[config.mk]
export PLATFORM = sky130hd
export DESIGN_NAME = clk_div_monitor
export DESIGN_NICKNAME = d
export VERILOG_FILES = /design/src/rtl/clk_mon_pkg.sv /design/src/rtl/edge_detect.sv /design/src/rtl/clk_div_monitor.sv
export SDC_FILE = /design/constraint.sdc
export NUM_CORES = 1
export LEC_CHECK = 0
export CAP_MARGIN = 10
export CORE_MARGIN = 2
export CORE_UTILIZATION = 50
export DETAILED_ROUTE_END_ITERATION = 16
export PLACE_DENSITY = 0.73
export SYNTH_ARGS = -nofsm -noshare
export SYNTH_HDL_FRONTEND = slang
export SYNTH_SLANG_ARGS = --single-unit
export TNS_END_PERCENT = 20
[constraint.sdc]
create_clock -name clk_in -period 4.6 [get_ports clk_in]
set_input_delay 1.15 -clock clk_in [delete_from_list [all_inputs] [get_ports clk_in]]
set_output_delay 1.15 -clock clk_in [all_outputs]
set_load 0.03 [all_outputs]
[src/rtl/clk_mon_pkg.sv]
// Shared types and constants for the divided-clock monitor.
package clk_mon_pkg;

  typedef enum logic [1:0] {
    IDLE,
    ARM,
    MEAS,
    DONE
  } state_e;

  // Select encodings into div_clks
  localparam logic [2:0] DIV_IDX_2  = 3'd0;
  localparam logic [2:0] DIV_IDX_4  = 3'd1;
  localparam logic [2:0] DIV_IDX_8  = 3'd2;
  localparam logic [2:0] DIV_IDX_16 = 3'd3;
  localparam logic [2:0] DIV_IDX_28 = 3'd4;
  localparam logic [2:0] DIV_IDX_5  = 3'd5;

  localparam int unsigned NUM_DIV = 6;

  // Nominal period of each divided clock, in clk_in cycles
  localparam int unsigned EXP_PERIOD [NUM_DIV] = '{2, 4, 8, 16, 28, 5};

  localparam logic [3:0] ERR_SAT = 4'd15;

  function automatic logic sel_valid(input logic [2:0] idx);
    return idx <= DIV_IDX_5;
  endfunction

  function automatic int unsigned exp_period(input logic [2:0] idx);
    if (sel_valid(idx)) return EXP_PERIOD[idx];
    return 0;
  endfunction

endpackage

[src/rtl/edge_detect.sv]
// Registers the selected divided clock and flags its rising/falling edges.
module edge_detect (
  input  logic clk_in,
  input  logic rst,
  input  logic sig,
  output logic cur,
  output logic rise,
  output logic fall
);

  logic prv;

  // Two-deep sample history of the monitored clock
  always_ff @(posedge clk_in or negedge rst) begin
    if (!rst) begin
      cur <= 1'b0;
      prv <= 1'b0;
    end else begin
      cur <= sig;
      prv <= cur;
    end
  end

  assign rise = cur & ~prv;
  assign fall = ~cur & prv;

endmodule

[src/rtl/clk_div_monitor.sv]
// Measures period and high time of one selected divided clock and checks
// it against the nominal division ratio over NUM_PER periods.
module clk_div_monitor
  import clk_mon_pkg::*;
#(
  parameter int NUM_PER = 4,
  parameter int CNT_W   = 8
) (
  input  logic             clk_in,
  input  logic             rst,
  input  logic [5:0]       div_clks,
  input  logic [2:0]       sel,
  input  logic             start,
  output logic             busy,
  output logic             done,
  output logic [CNT_W-1:0] period,
  output logic [CNT_W-1:0] high_time,
  output logic             pass,
  output logic             timeout,
  output logic [3:0]       err_cnt
);

  localparam logic [CNT_W-1:0] CNT_MAX  = '1;
  localparam logic [CNT_W-1:0] CNT_ONE  = CNT_W'(1);
  localparam logic [3:0]       LAST_PER = 4'(NUM_PER - 1);

  state_e           state, state_d;
  logic [2:0]       sel_q, src_idx;
  logic             src_bit, cur, rise, fall;
  logic [CNT_W-1:0] cnt, hcnt;
  logic [3:0]       per_idx, err_nxt;
  logic             fall_seen;
  logic             arm_rise, meas_rise, cnt_sat, sat_hit, last_per, mismatch;

  // Source select: follow the live sel while idle so the sampler already
  // holds the new clock in the cycle the run starts.
  always_comb begin
    src_idx = (state == IDLE) ? sel : sel_q;
    case (src_idx)
      DIV_IDX_2:  src_bit = div_clks[0];
      DIV_IDX_4:  src_bit = div_clks[1];
      DIV_IDX_8:  src_bit = div_clks[2];
      DIV_IDX_16: src_bit = div_clks[3];
      DIV_IDX_28: src_bit = div_clks[4];
      DIV_IDX_5:  src_bit = div_clks[5];
      default:    src_bit = 1'b0;
    endcase
  end

  edge_detect u_edge (
    .clk_in (clk_in),
    .rst    (rst),
    .sig    (src_bit),
    .cur    (cur),
    .rise   (rise),
    .fall   (fall)
  );

  // Next-state and event decode. In the first ARM cycle prv still holds the
  // previously selected clock, so a rise there is not trusted.
  always_comb begin
    cnt_sat   = (cnt == CNT_MAX);
    arm_rise  = (state == ARM) && rise && (cnt != '0);
    meas_rise = (state == MEAS) && rise;
    sat_hit   = ((state == ARM) && !arm_rise && cnt_sat) ||
                ((state == MEAS) && !rise && cnt_sat);
    last_per  = meas_rise && (per_idx == LAST_PER);
    mismatch  = meas_rise && (cnt != CNT_W'(exp_period(sel_q)));
    err_nxt   = (mismatch && (err_cnt != ERR_SAT)) ? err_cnt + 4'd1 : err_cnt;
    state_d   = state;
    case (state)
      IDLE: if (start) state_d = sel_valid(sel) ? ARM : DONE;
      ARM: begin
        if (arm_rise)     state_d = MEAS;
        else if (sat_hit) state_d = DONE;
      end
      MEAS: if (last_per || sat_hit) state_d = DONE;
      DONE: state_d = IDLE;
      default: state_d = IDLE;
    endcase
  end

  // FSM state register
  always_ff @(posedge clk_in or negedge rst) begin
    if (!rst) state <= IDLE;
    else      state <= state_d;
  end

  // Counters, comparator and result registers
  always_ff @(posedge clk_in or negedge rst) begin
    if (!rst) begin
      sel_q     <= '0;
      cnt       <= '0;
      hcnt      <= '0;
      per_idx   <= '0;
      fall_seen <= 1'b0;
      period    <= '0;
      high_time <= '0;
      err_cnt   <= '0;
      timeout   <= 1'b0;
      pass      <= 1'b0;
    end else begin
      case (state)
        IDLE: if (start) begin
          sel_q   <= sel;
          cnt     <= '0;
          hcnt    <= '0;
          per_idx <= '0;
          timeout <= 1'b0;
          pass    <= 1'b0;
          err_cnt <= sel_valid(sel) ? 4'd0 : ERR_SAT;
        end
        ARM: begin
          if (arm_rise) begin
            cnt       <= CNT_ONE;
            hcnt      <= CNT_ONE;
            fall_seen <= 1'b0;
          end else if (!cnt_sat) begin
            cnt <= cnt + CNT_ONE;
          end
          if (sat_hit) timeout <= 1'b1;
        end
        MEAS: begin
          if (rise) begin
            period    <= cnt;
            high_time <= hcnt;
            err_cnt   <= err_nxt;
            per_idx   <= per_idx + 4'd1;
            cnt       <= CNT_ONE;
            hcnt      <= CNT_ONE;
            fall_seen <= 1'b0;
            if (last_per) pass <= (err_nxt == 4'd0);
          end else begin
            if (!cnt_sat) cnt <= cnt + CNT_ONE;
            if (cur && !fall_seen && (hcnt != CNT_MAX)) hcnt <= hcnt + CNT_ONE;
            if (fall) fall_seen <= 1'b1;
            if (sat_hit) timeout <= 1'b1;
          end
        end
        default: ;
      endcase
    end
  end

  assign busy = (state != IDLE);
  assign done = (state == DONE);

endmodule
* Yosys cells after proc, flatten, opt, wreduce, memory -nomap -nowiden
Memory sizes are Yosys's and may differ from the RTL's.
Cells that the tools add are included.
** Word-level totals
- Register bits :: 50
- Memories kept :: 1
- Word-level logic and storage cells :: 123
- RAM bits :: 0
- Bits in latches :: 0
- Output and inout port bits :: 24
- ROM bits :: 256
- Bits of input ports :: 12
** Cells by class
- Divide/modulo/power cells :: 0
- Shift-type cells :: 0
- Reductions and logical operators :: 34
- Order comparisons :: 3
- Equal/unequal tests :: 22
- Muxes and demuxes :: 41
- Multiply operators :: 0
- $add $sub $neg :: 4
- Bitwise operators :: 5
** Memories
- (name not given) :: depth 8, bits a word 32, rd ports 1, clocked after memory_dff 0, write ports 0, RTL line clk_mon_pkg.sv:31 : if (sel_valid(idx)) return EXP_PERIOD[idx];
** Operator list (count)
- $mux W8 :: 11
- $pmux W8 S3 :: 2
- $mux W4 :: 6
- $add A8 B1 Y8 const B :: 2
- $pmux W4 S2 :: 2
- $logic_and A1 B1 Y1 :: 12
- $reduce_and A3 Y1 :: 4
- $mux W2 :: 5
- $ne A2 B2 Y1 const B :: 5
- $mux W1 :: 9
- $add A4 B1 Y4 const B :: 2
- $eq A8 B8 Y1 const B :: 1
- $ne A8 B8 Y1 :: 1
- $ne A8 B8 Y1 const B :: 1
- $pmux W2 S4 :: 1
- $reduce_and A4 Y1 :: 2
- $reduce_bool A8 Y1 :: 1
- $eq A3 B2 Y1 const B :: 2
- $eq A3 B3 Y1 const B :: 2
- $le A3 B3 Y1 const B :: 2
- $ne A3 B3 Y1 const B :: 2
- $pmux W1 S6 :: 1
- $reduce_and A2 Y1 :: 3
- $reduce_bool A2 Y1 :: 3
- 20 further kinds :: 27

* Depth between registers and ports, before layout
Gate-level depths: netlist (run 1).
- Depth in word-level cells :: 14
- Gate-level depth with buffers :: 11
- Mapped depth without buffers :: 9

* Cells and area by module
A second synthesis (run 1) with hierarchy kept.
** Second synthesis, totals
- Cells, all modules :: 304
- Area total of the unflattened synthesis :: 2844.0 sq um
** Modules (own cells, without submodules)
- clk_div_monitor :: area each 2778.9 sq um, seq. area each 1201.2 sq um, times used 1, cells an instance 300
- edge_detect :: area each 65.1 sq um, seq. area each 50.0 sq um, times used 1, cells an instance 4

* Worst setup path before layout (run 1)
Ideal clock, no wire load.
- Path kind :: flip-flop to output port
- Start point :: register state[0]
- End point :: output busy
- Path buffers :: 1
- Cell stages (with the launch flop) :: 5
- Path slack :: 2321 ps
- Data required time :: 3450 ps
- Data arrival time :: 1129 ps
- Cells stage by stage :: dfrtp_1 -> inv_1 -> ha_1 -> clkbuf_1 -> inv_1
** On the way
- Word-level cells in the longest chain between the ends :: 1
** RTL lines
- start, declared :: RTL line clk_div_monitor.sv:27 : state_e state, state_d;
- start signal, assigned :: RTL line clk_div_monitor.sv:86 : else state <= state_d;
- $reduce_bool A2 Y1 :: RTL line clk_div_monitor.sv:145 : assign busy = (state != IDLE);
- end, declared :: RTL line clk_div_monitor.sv:14 : output logic busy,
Every way passes these cells.

* Worst setup path in the final report (run 1)
Ends and elaborated chain as after synthesis.

==> flow_results.xml, run 1 <==
<?xml version="1.0" encoding="UTF-8"?>
<metrics>
  <group name="synthesis">
    <metric name="syn_area" unit="µm²">2800</metric>
    <metric name="synth_enable_flop_cells" unit="">0</metric>
    <metric name="main_synth_ff_type" unit="">dfrtp_1</metric>
    <metric name="post_synth_inst_count" unit="">296</metric>
    <metric name="async_set_or_reset_register_ratio_after_synthesis" unit="">1.00</metric>
    <metric name="post_synth_net_total" unit="">318</metric>
    <metric name="synth_seq_cells" unit="">50</metric>
    <metric name="ys_warn_count" unit="">0</metric>
    <metric name="post_synth_num_cell_types" unit="">49</metric>
    <metric name="syn-mean-instance-area" unit="µm²">9.46</metric>
    <metric name="ys_seq_area_frac" unit="">0.447</metric>
  </group>
  <group name="power_and_ir_drop">
    <metric name="switching_share" unit="">0.446</metric>
    <metric name="cellPowerDensity" unit="nW/µm²">588</metric>
    <metric name="power_leakage" unit="nW">1.45</metric>
    <metric name="power.internal" unit="W">0.00107</metric>
    <metric name="power.clock.fraction" unit="">0.148</metric>
    <metric name="power.ir.vdd_worst" unit="mV">0.265</metric>
    <metric name="seq_power_share" unit="">0.328</metric>
    <metric name="comb_power_share" unit="">0.524</metric>
    <metric name="netSwitchingPower" unit="W">0.000865</metric>
  </group>
  <group name="drt">
    <metric name="number_of_vias_per_cell_after_detailed_routing" unit="">5.81</metric>
    <metric name="drtPass1Iterations" unit="">5</metric>
    <metric name="num_vias" unit="">2312</metric>
    <metric name="drt.antenna.violating_nets" unit="">0</metric>
    <metric name="drt-initial-drc-count" unit="">133</metric>
    <metric name="wl_per_cell" unit="µm">15.2</metric>
    <metric name="totalWireLength" unit="mm">6.07</metric>
    <metric name="drcViolationCount" unit="">0</metric>
  </group>
  <group name="global_route">
    <metric name="grt_pass1_vias" unit="">2178</metric>
    <metric name="grt_pass1_wl" unit="mm">10.3</metric>
    <metric name="grt_start_max_net_pins" unit="">51</metric>
    <metric name="grt_antenna_before_repair" unit="">0</metric>
    <metric name="global_route.overflow_total" unit="">0</metric>
    <metric name="grt_util_all_layers" unit="">0.209</metric>
  </group>
  <group name="clocking">
    <metric name="htreeDepth" unit="">2</metric>
    <metric name="number_of_clock_sinks" unit="">50</metric>
    <metric name="clk-insertion-delay-late" unit="ns">0.31</metric>
    <metric name="clk_root_buffer_cell" unit="">clkbuf_8</metric>
    <metric name="ctsLongestPathBuffers" unit="">2</metric>
    <metric name="cts.clk_slew.worst_paths" unit="ns">0.09</metric>
    <metric name="cts_made_buffers" unit="">5</metric>
    <metric name="cts_repair_resize_count" unit="">0</metric>
    <metric name="tritoncts" unit="">yes</metric>
    <metric name="post-cts-setup-buffer-count" unit="">0</metric>
    <metric name="post_cts_hold_buffer_count" unit="">0</metric>
  </group>
  <group name="hold_path">
    <metric name="worst_hold_startpoint" unit="">u_edge.cur</metric>
    <metric name="whs_endpoint" unit="">u_edge.prv</metric>
    <metric name="worst_hold_path.num_cells" unit="">0</metric>
    <metric name="worst_hold_path_type" unit="">reg2reg</metric>
  </group>
  <group name="floorplan">
    <metric name="dieArea" unit="µm²">6210</metric>
    <metric name="initial_utilization" unit="">0.512</metric>
    <metric name="rows" unit="">27</metric>
    <metric name="ios" unit="">36</metric>
    <metric name="core_region_area" unit="µm²">5470</metric>
    <metric name="die_width" unit="µm">78.8</metric>
    <metric name="fp.dieH" unit="µm">78.8</metric>
  </group>
  <group name="sta">
    <metric name="final_min_period_over_clock_period" unit="">0.674</metric>
    <metric name="grt_setup_unrepaired" unit="">no</metric>
    <metric name="max_slew_margin" unit="">0.514</metric>
    <metric name="timing.final.crit_period" unit="ns">3.10</metric>
    <metric name="hold_viol_final" unit="">0</metric>
    <metric name="maxClockFrequency" unit="MHz">322</metric>
    <metric name="final.setup.tns" unit="ns">0</metric>
    <metric name="max_slew.worst_pin.slew" unit="ns">0.728</metric>
    <metric name="finalWorstSetupSlack" unit="ns">1.50</metric>
    <metric name="worst_hold_slack" unit="ns">0.437</metric>
    <metric name="timing_max_transition_violations_final" unit="">0</metric>
    <metric name="clock-skew-final" unit="ns">0.00494</metric>
    <metric name="final-setup-viol-count" unit="">0</metric>
  </group>
  <group name="place">
    <metric name="buffer_ports.inserted" unit="">35</metric>
    <metric name="finalWeightedCongestion" unit="">0.828</metric>
    <metric name="dp_hpwl" unit="mm">4.26</metric>
    <metric name="place_worst_setup_slack" unit="ns">1.28</metric>
    <metric name="post_dp_cell_area" unit="µm²">3190</metric>
  </group>
  <group name="finish">
    <metric name="antenna_cells_inserted" unit="">0</metric>
    <metric name="net_count_final" unit="">347</metric>
    <metric name="most-common-layout-cells" unit="">50 x dfrtp_1, 34 x clkdlybuf4s50_1, 33 x o21ai_0</metric>
    <metric name="drive_above_1_share" unit="">0.0982</metric>
    <metric name="postLayoutCellArea" unit="µm²">3290</metric>
    <metric name="syn_to_final_growth" unit="%">17.6</metric>
    <metric name="mostFrequentLayoutCell" unit="">dfrtp_1</metric>
  </group>
  <group name="setup_path">
    <metric name="path_max_fanout" unit="">9</metric>
    <metric name="critPathMaxStageDelay" unit="ns">0.68</metric>
    <metric name="critical_path.reg2reg.endpoint" unit="">state[1]</metric>
    <metric name="r2r_slack" unit="ns">1.51</metric>
    <metric name="worst_setup_path_end_kind" unit="">output pin</metric>
    <metric name="most_common_cell_on_crit_path" unit="">inv_1</metric>
    <metric name="path_cells" unit="">inv_1, ha_1, inv_1, clkdlybuf4s50_1</metric>
    <metric name="worst-r2r-cell-count" unit="">10</metric>
    <metric name="timing.critical_path.buf_inv" unit="">3</metric>
    <metric name="worstReg2RegStart" unit="">state[0]</metric>
    <metric name="crit_path_top_delay_cell" unit="">clkdlybuf4s50_1</metric>
    <metric name="critical-path-top-delay-family" unit="">buffers and inverters</metric>
    <metric name="worst_setup_path_category" unit="">reg2out</metric>
    <metric name="critical_path_arrival" unit="ns">1.95</metric>
    <metric name="critical_path.startpoint_type" unit="">flop</metric>
    <metric name="critical_path_required" unit="ns">3.45</metric>
  </group>
  <group name="status">
    <metric name="run_status" unit="">finished, final reports clean</metric>
  </group>
  <group name="run">
    <metric name="maxCapViolCount" unit="">0</metric>
  </group>
</metrics>
kinds of logic (layout without fill, tap and decap cells):
kind of cell / Yosys count / after routing / synth area share
AOI/OAI and AO/OA: 79 / 79 / 0.177
xor gates and xnor gates: 1 / 1 / 0.00313
adders and majority gates: 10 / 10 / 0.0447
buffers and inverters: 29 / 59 / 0.0407
DFF: 50 / 50 / 0.447
muxes: 26 / 26 / 0.108
and+or+nand+nor: 101 / 101 / 0.181
worst max-delay path by stage:
stage	from	endpoint	slack, ns	cells past startpoint
final	state[0]	busy	1.50	4
after global routing	state[0]	state[1]	1.15	10
after CTS	state[0]	busy	1.48	4
after detailed placement	start	hcnt[0]	1.28	5
after global placement	start	hcnt[0]	1.34	5
after floorplan	state[0]	busy	2.32	4
final cells by class:
type / count / area [µm²]
fillers: 483 / 2180
multi-input cells: 217 / 1440
flip-flops and latches: 50 / 1250
repair buffers: 37 / 360
clock buffers: 7 / 96.3
well taps: 72 / 90.1
inverters: 14 / 52.6
clock inverters: 1 / 8.76
synthesized netlist by cell type (all sizes together), types with 2 or more instances:
master | number | area, µm²
dfrtp | 50 | 1250
o21ai | 34 | 170
nand2 | 31 | 116
mux2 | 20 | 229
nor2 | 19 | 71.3
a21oi | 15 | 75.1
inv | 14 | 52.6
clkbuf | 11 | 41.3
nand4 | 11 | 68.8
ha | 10 | 125
nand3 | 9 | 45.0
nor3 | 8 | 40.0
and3 | 6 | 37.5
mux2i | 5 | 50.1
buf | 4 | 20.0
o31ai | 4 | 30.0
a2bb2oi | 3 | 26.3
a31oi | 3 | 18.8
nor2b | 3 | 18.8
a22o | 2 | 17.5
a32o | 2 | 20.0
and4 | 2 | 17.5
nand2b | 2 | 12.5
nor4b | 2 | 17.5
o211a | 2 | 20.0
o211ai | 2 | 15.0
o31a | 2 | 17.5
sequential cells by signal (all words and copies together), names as in the netlist, 2 cells and up:
signal / flops
cnt: 8
err_cnt: 4
hcnt: 8
high_time: 8
per_idx: 4
period: 8
sel_q: 3
state: 2
power groups by stage:
stage | clock [W] | combinational, W | sequential (W)
final | 0.000287 | 0.00101 | 0.000636
after global routing | 0.000311 | 0.00113 | 0.000652
after CTS | 0.000297 | 0.00102 | 0.000635
after detailed placement | 0 | 0.00101 | 0.000644
after global placement | 0 | 0.000991 | 0.000639
after floorplan | 0 | 0.000703 | 0.000677
per-stage QoR:
step / cells / total power (W) / utilization
global route: 398 / 0.00209 / 0.602
floorplan: 296 / 0.00138 / -
finish: 398 / 0.00194 / 0.602
CTS: 398 / 0.00195 / 0.602
global placement: 390 / 0.00163 / 0.583
detailed placement: 390 / 0.00166 / 0.583
per-layer routing:
| metal | GRT usage | share of wire | vias to the layer above |
|---|---|---|---|
| met4 | 0.0810 | 0.019 | 0 |
| met1 | 0.282 | 0.46 | 1121 |
| met3 | 0.0352 | 0.036 | 10 |
| met2 | 0.338 | 0.48 | 41 |
| li1 | - | - | 1140 |
| met5 | 0 | 0 | - |
(Power assumes the default switching activity.)
==> inputs of run 2 (changes only) <==
--- a/config.mk
+++ b/config.mk
@@ -9,7 +9,7 @@
 export CORE_MARGIN = 2
 export CORE_UTILIZATION = 50
 export DETAILED_ROUTE_END_ITERATION = 16
-export PLACE_DENSITY = 0.73
+export PLACE_DENSITY = 0.76
 export SYNTH_ARGS = -nofsm -noshare
 export SYNTH_HDL_FRONTEND = slang
 export SYNTH_SLANG_ARGS = --single-unit
==> constraint.sdc (replaced) <==
create_clock -name clk_in -period 2.8 [get_ports clk_in]
set_input_delay 0.7 -clock clk_in [delete_from_list [all_inputs] [get_ports clk_in]]
set_output_delay 0.7 -clock clk_in [all_outputs]
set_load 0.03 [all_outputs]
==> run 2 against run 1 <==
Non-clock buffer count increased by 6. Cell count increased by 1.5%. Register-to-register slack got worse by 1.0 ns. Wire length decreased by 2.1%. Power increased by 70%. Final area increased by 1.7%. Clock power increased by 78%. Die area unchanged. Critical endpoint unchanged. Largest power group unchanged.
==> flow_results.xml, run 2 (synthesis gave the netlist of run 1 again) <==
<?xml version="1.0" encoding="UTF-8"?>
<metrics>
  <group name="drt">
    <metric name="totalWireLength" unit="mm">5.94</metric>
    <metric name="drtPass1Iterations" unit="">5</metric>
    <metric name="number_of_vias_per_cell_after_detailed_routing" unit="">5.81</metric>
    <metric name="wl_per_cell" unit="µm">14.7</metric>
    <metric name="drt-initial-drc-count" unit="">114</metric>
    <metric name="num_vias" unit="">2347</metric>
    <metric name="drcViolationCount" unit="">0</metric>
    <metric name="drt.antenna.violating_nets" unit="">0</metric>
  </group>
  <group name="power_and_ir_drop">
    <metric name="seq_power_share" unit="">0.314</metric>
    <metric name="cellPowerDensity" unit="nW/µm²">984</metric>
    <metric name="netSwitchingPower" unit="W">0.00144</metric>
    <metric name="switching_share" unit="">0.436</metric>
    <metric name="power.internal" unit="W">0.00186</metric>
    <metric name="power.clock.fraction" unit="">0.155</metric>
    <metric name="power_leakage" unit="nW">1.48</metric>
    <metric name="comb_power_share" unit="">0.531</metric>
    <metric name="power.ir.vdd_worst" unit="mV">0.421</metric>
  </group>
  <group name="global_route">
    <metric name="grt_pass1_wl" unit="mm">10.4</metric>
    <metric name="grt_pass1_vias" unit="">2207</metric>
    <metric name="grt_util_all_layers" unit="">0.210</metric>
    <metric name="global_route.overflow_total" unit="">0</metric>
    <metric name="grt_antenna_before_repair" unit="">0</metric>
    <metric name="grt_start_max_net_pins" unit="">51</metric>
  </group>
  <group name="finish">
    <metric name="most-common-layout-cells" unit="">50 x dfrtp_1, 34 x clkdlybuf4s50_1, 33 x o21ai_0</metric>
    <metric name="mostFrequentLayoutCell" unit="">dfrtp_1</metric>
    <metric name="net_count_final" unit="">353</metric>
    <metric name="fill_cells" unit="">477</metric>
    <metric name="postLayoutCellArea" unit="µm²">3350</metric>
    <metric name="finalCoreUtilization" unit="">0.612</metric>
    <metric name="antenna_cells_inserted" unit="">0</metric>
    <metric name="syn_to_final_growth" unit="%">19.6</metric>
    <metric name="drive_above_1_share" unit="">0.117</metric>
  </group>
  <group name="setup_path">
    <metric name="worst_setup_path_end_kind" unit="">output pin</metric>
    <metric name="critical_path.startpoint_type" unit="">flop</metric>
    <metric name="critical_path_required" unit="ns">2.10</metric>
    <metric name="path_max_fanout" unit="">9</metric>
    <metric name="critical_path_arrival" unit="ns">1.89</metric>
    <metric name="worst_setup_path_category" unit="">reg2out</metric>
  </group>
  <group name="clocking">
    <metric name="cts.clk_slew.worst_paths" unit="ns">0.09</metric>
    <metric name="htreeDepth" unit="">2</metric>
    <metric name="post-cts-setup-buffer-count" unit="">0</metric>
    <metric name="clk_root_buffer_cell" unit="">clkbuf_8</metric>
    <metric name="ctsLongestPathBuffers" unit="">2</metric>
    <metric name="tritoncts" unit="">yes</metric>
    <metric name="cts_made_buffers" unit="">5</metric>
    <metric name="number_of_clock_sinks" unit="">50</metric>
    <metric name="clk-insertion-delay-late" unit="ns">0.30</metric>
  </group>
  <group name="status">
    <metric name="run_status" unit="">finished, final reports clean</metric>
  </group>
  <group name="sta">
    <metric name="timing_max_transition_violations_final" unit="">0</metric>
    <metric name="timing.final.crit_period" unit="ns">2.59</metric>
    <metric name="hold_viol_final" unit="">0</metric>
    <metric name="final-setup-viol-count" unit="">0</metric>
    <metric name="grt_setup_unrepaired" unit="">no</metric>
    <metric name="clock-skew-final" unit="ns">0.00655</metric>
    <metric name="final.setup.tns" unit="ns">0</metric>
    <metric name="final_min_period_over_clock_period" unit="">0.926</metric>
    <metric name="max_slew_margin" unit="">0.590</metric>
    <metric name="maxClockFrequency" unit="MHz">385</metric>
    <metric name="max_slew.worst_pin.slew" unit="ns">0.615</metric>
  </group>
  <group name="floorplan">
    <metric name="ios" unit="">36</metric>
    <metric name="fp.dieH" unit="µm">78.8</metric>
    <metric name="rows" unit="">27</metric>
    <metric name="core_region_area" unit="µm²">5470</metric>
    <metric name="initial_utilization" unit="">0.512</metric>
    <metric name="die_width" unit="µm">78.8</metric>
    <metric name="dieArea" unit="µm²">6210</metric>
  </group>
  <group name="hold_path">
    <metric name="worst_hold_path_type" unit="">reg2reg</metric>
  </group>
  <group name="place">
    <metric name="buffer_ports.inserted" unit="">35</metric>
    <metric name="post_dp_cell_area" unit="µm²">3230</metric>
    <metric name="finalWeightedCongestion" unit="">0.893</metric>
    <metric name="dp_hpwl" unit="mm">4.32</metric>
  </group>
  <group name="run">
    <metric name="maxCapViolCount" unit="">0</metric>
  </group>
</metrics>
==> run 2: cell types whose count changed in the layout (fill, tap and decap cells not counted), sizes merged <==
cell / change
buf: +6
inv: +1
bufinv: +1
clkbuf: -2
==> run 2: area by class of cell <==
type	count	area, µm²	area share
multi-input cells	217	1440	0.429
flip-flops and latches	50	1250	0.374
repair buffers	43	405	0.121
well taps	72	90.1	0.0269
clock buffers	5	68.8	0.0205
inverters	14	52.6	0.0157
clock inverters	3	43.8	0.0131
==> run 2: routing by layer <==
layer	vias up	part of all wire	global-route usage	wire, µm
li1	1154	-	-	-
met1	1128	0.48	0.287	2850
met2	58	0.47	0.335	2760
met3	7	0.045	0.0455	266
met4	0	0.010	0.0655	62
met5	-	0	0	0
==> run 2: stage by stage <==
step	worst slack, ns	instances	hold WS [ns]	total power, W
after global routing	0.0881	404	0.465	0.00356
after detailed placement	0.363	396	0.404	0.00279
after global placement	0.425	396	0.402	0.00273
final	0.206	404	0.421	0.00330
after floorplan	0.642	296	0.380	0.00227
after CTS	0.0897	404	0.425	0.00330
==> run 2: worst max-delay path, stage by stage (launching register included) <==
cell and delay [ns]:
dfrtp_1 0.42, inv_1 0.08, ha_2 0.26, inv_1 0.14, clkdlybuf4s50_1 0.69
==> run 2: path summary, 6_finish.rpt <==
check / start / end / slack [ns] / cells past startpoint
worst min-delay path: u_edge.cur / u_edge.prv / 0.42 / 0
min in group asynchronous: rst / high_time[1] / 0.48 / 2
worst min register to register: u_edge.cur / u_edge.prv / 0.42 / 0
worst max register to register: hcnt[0] / hcnt[0] / 0.47 / 6
max in group asynchronous: rst / err_cnt[1] / 1.90 / 2
worst max-delay path: state[0] / busy / 0.21 / 4
==> run 2: timing repair <==
| action | in CTS | in global routing |
|---|---|---|
| gates resized for setup | 0 | 1 |
| hold endpoints to repair | 0 | 0 |
| hold buffers | 0 | 0 |
| setup endpoints to repair | 0 | 1 |
==> run 2: power by group through the flow <==
stage / clock network (W) / logic, W / registers [W]
floorplan: 0 / 0.00116 / 0.00111
global placement: 0 / 0.00169 / 0.00104
detailed placement: 0 / 0.00175 / 0.00104
CTS: 0.000524 / 0.00175 / 0.00103
global route: 0.000560 / 0.00194 / 0.00106
finish: 0.000511 / 0.00175 / 0.00103
==> inputs of run 3 (changes only) <==
--- a/config.mk
+++ b/config.mk
@@ -5,6 +5,7 @@
 export SDC_FILE = /design/constraint.sdc
 export NUM_CORES = 1
 export LEC_CHECK = 0
+export ABC_AREA = 0
 export CAP_MARGIN = 10
 export CORE_MARGIN = 2
 export CORE_UTILIZATION = 50
==> results of run 3 <==
Final layout, timing and power as in run 2 (identical DEF).
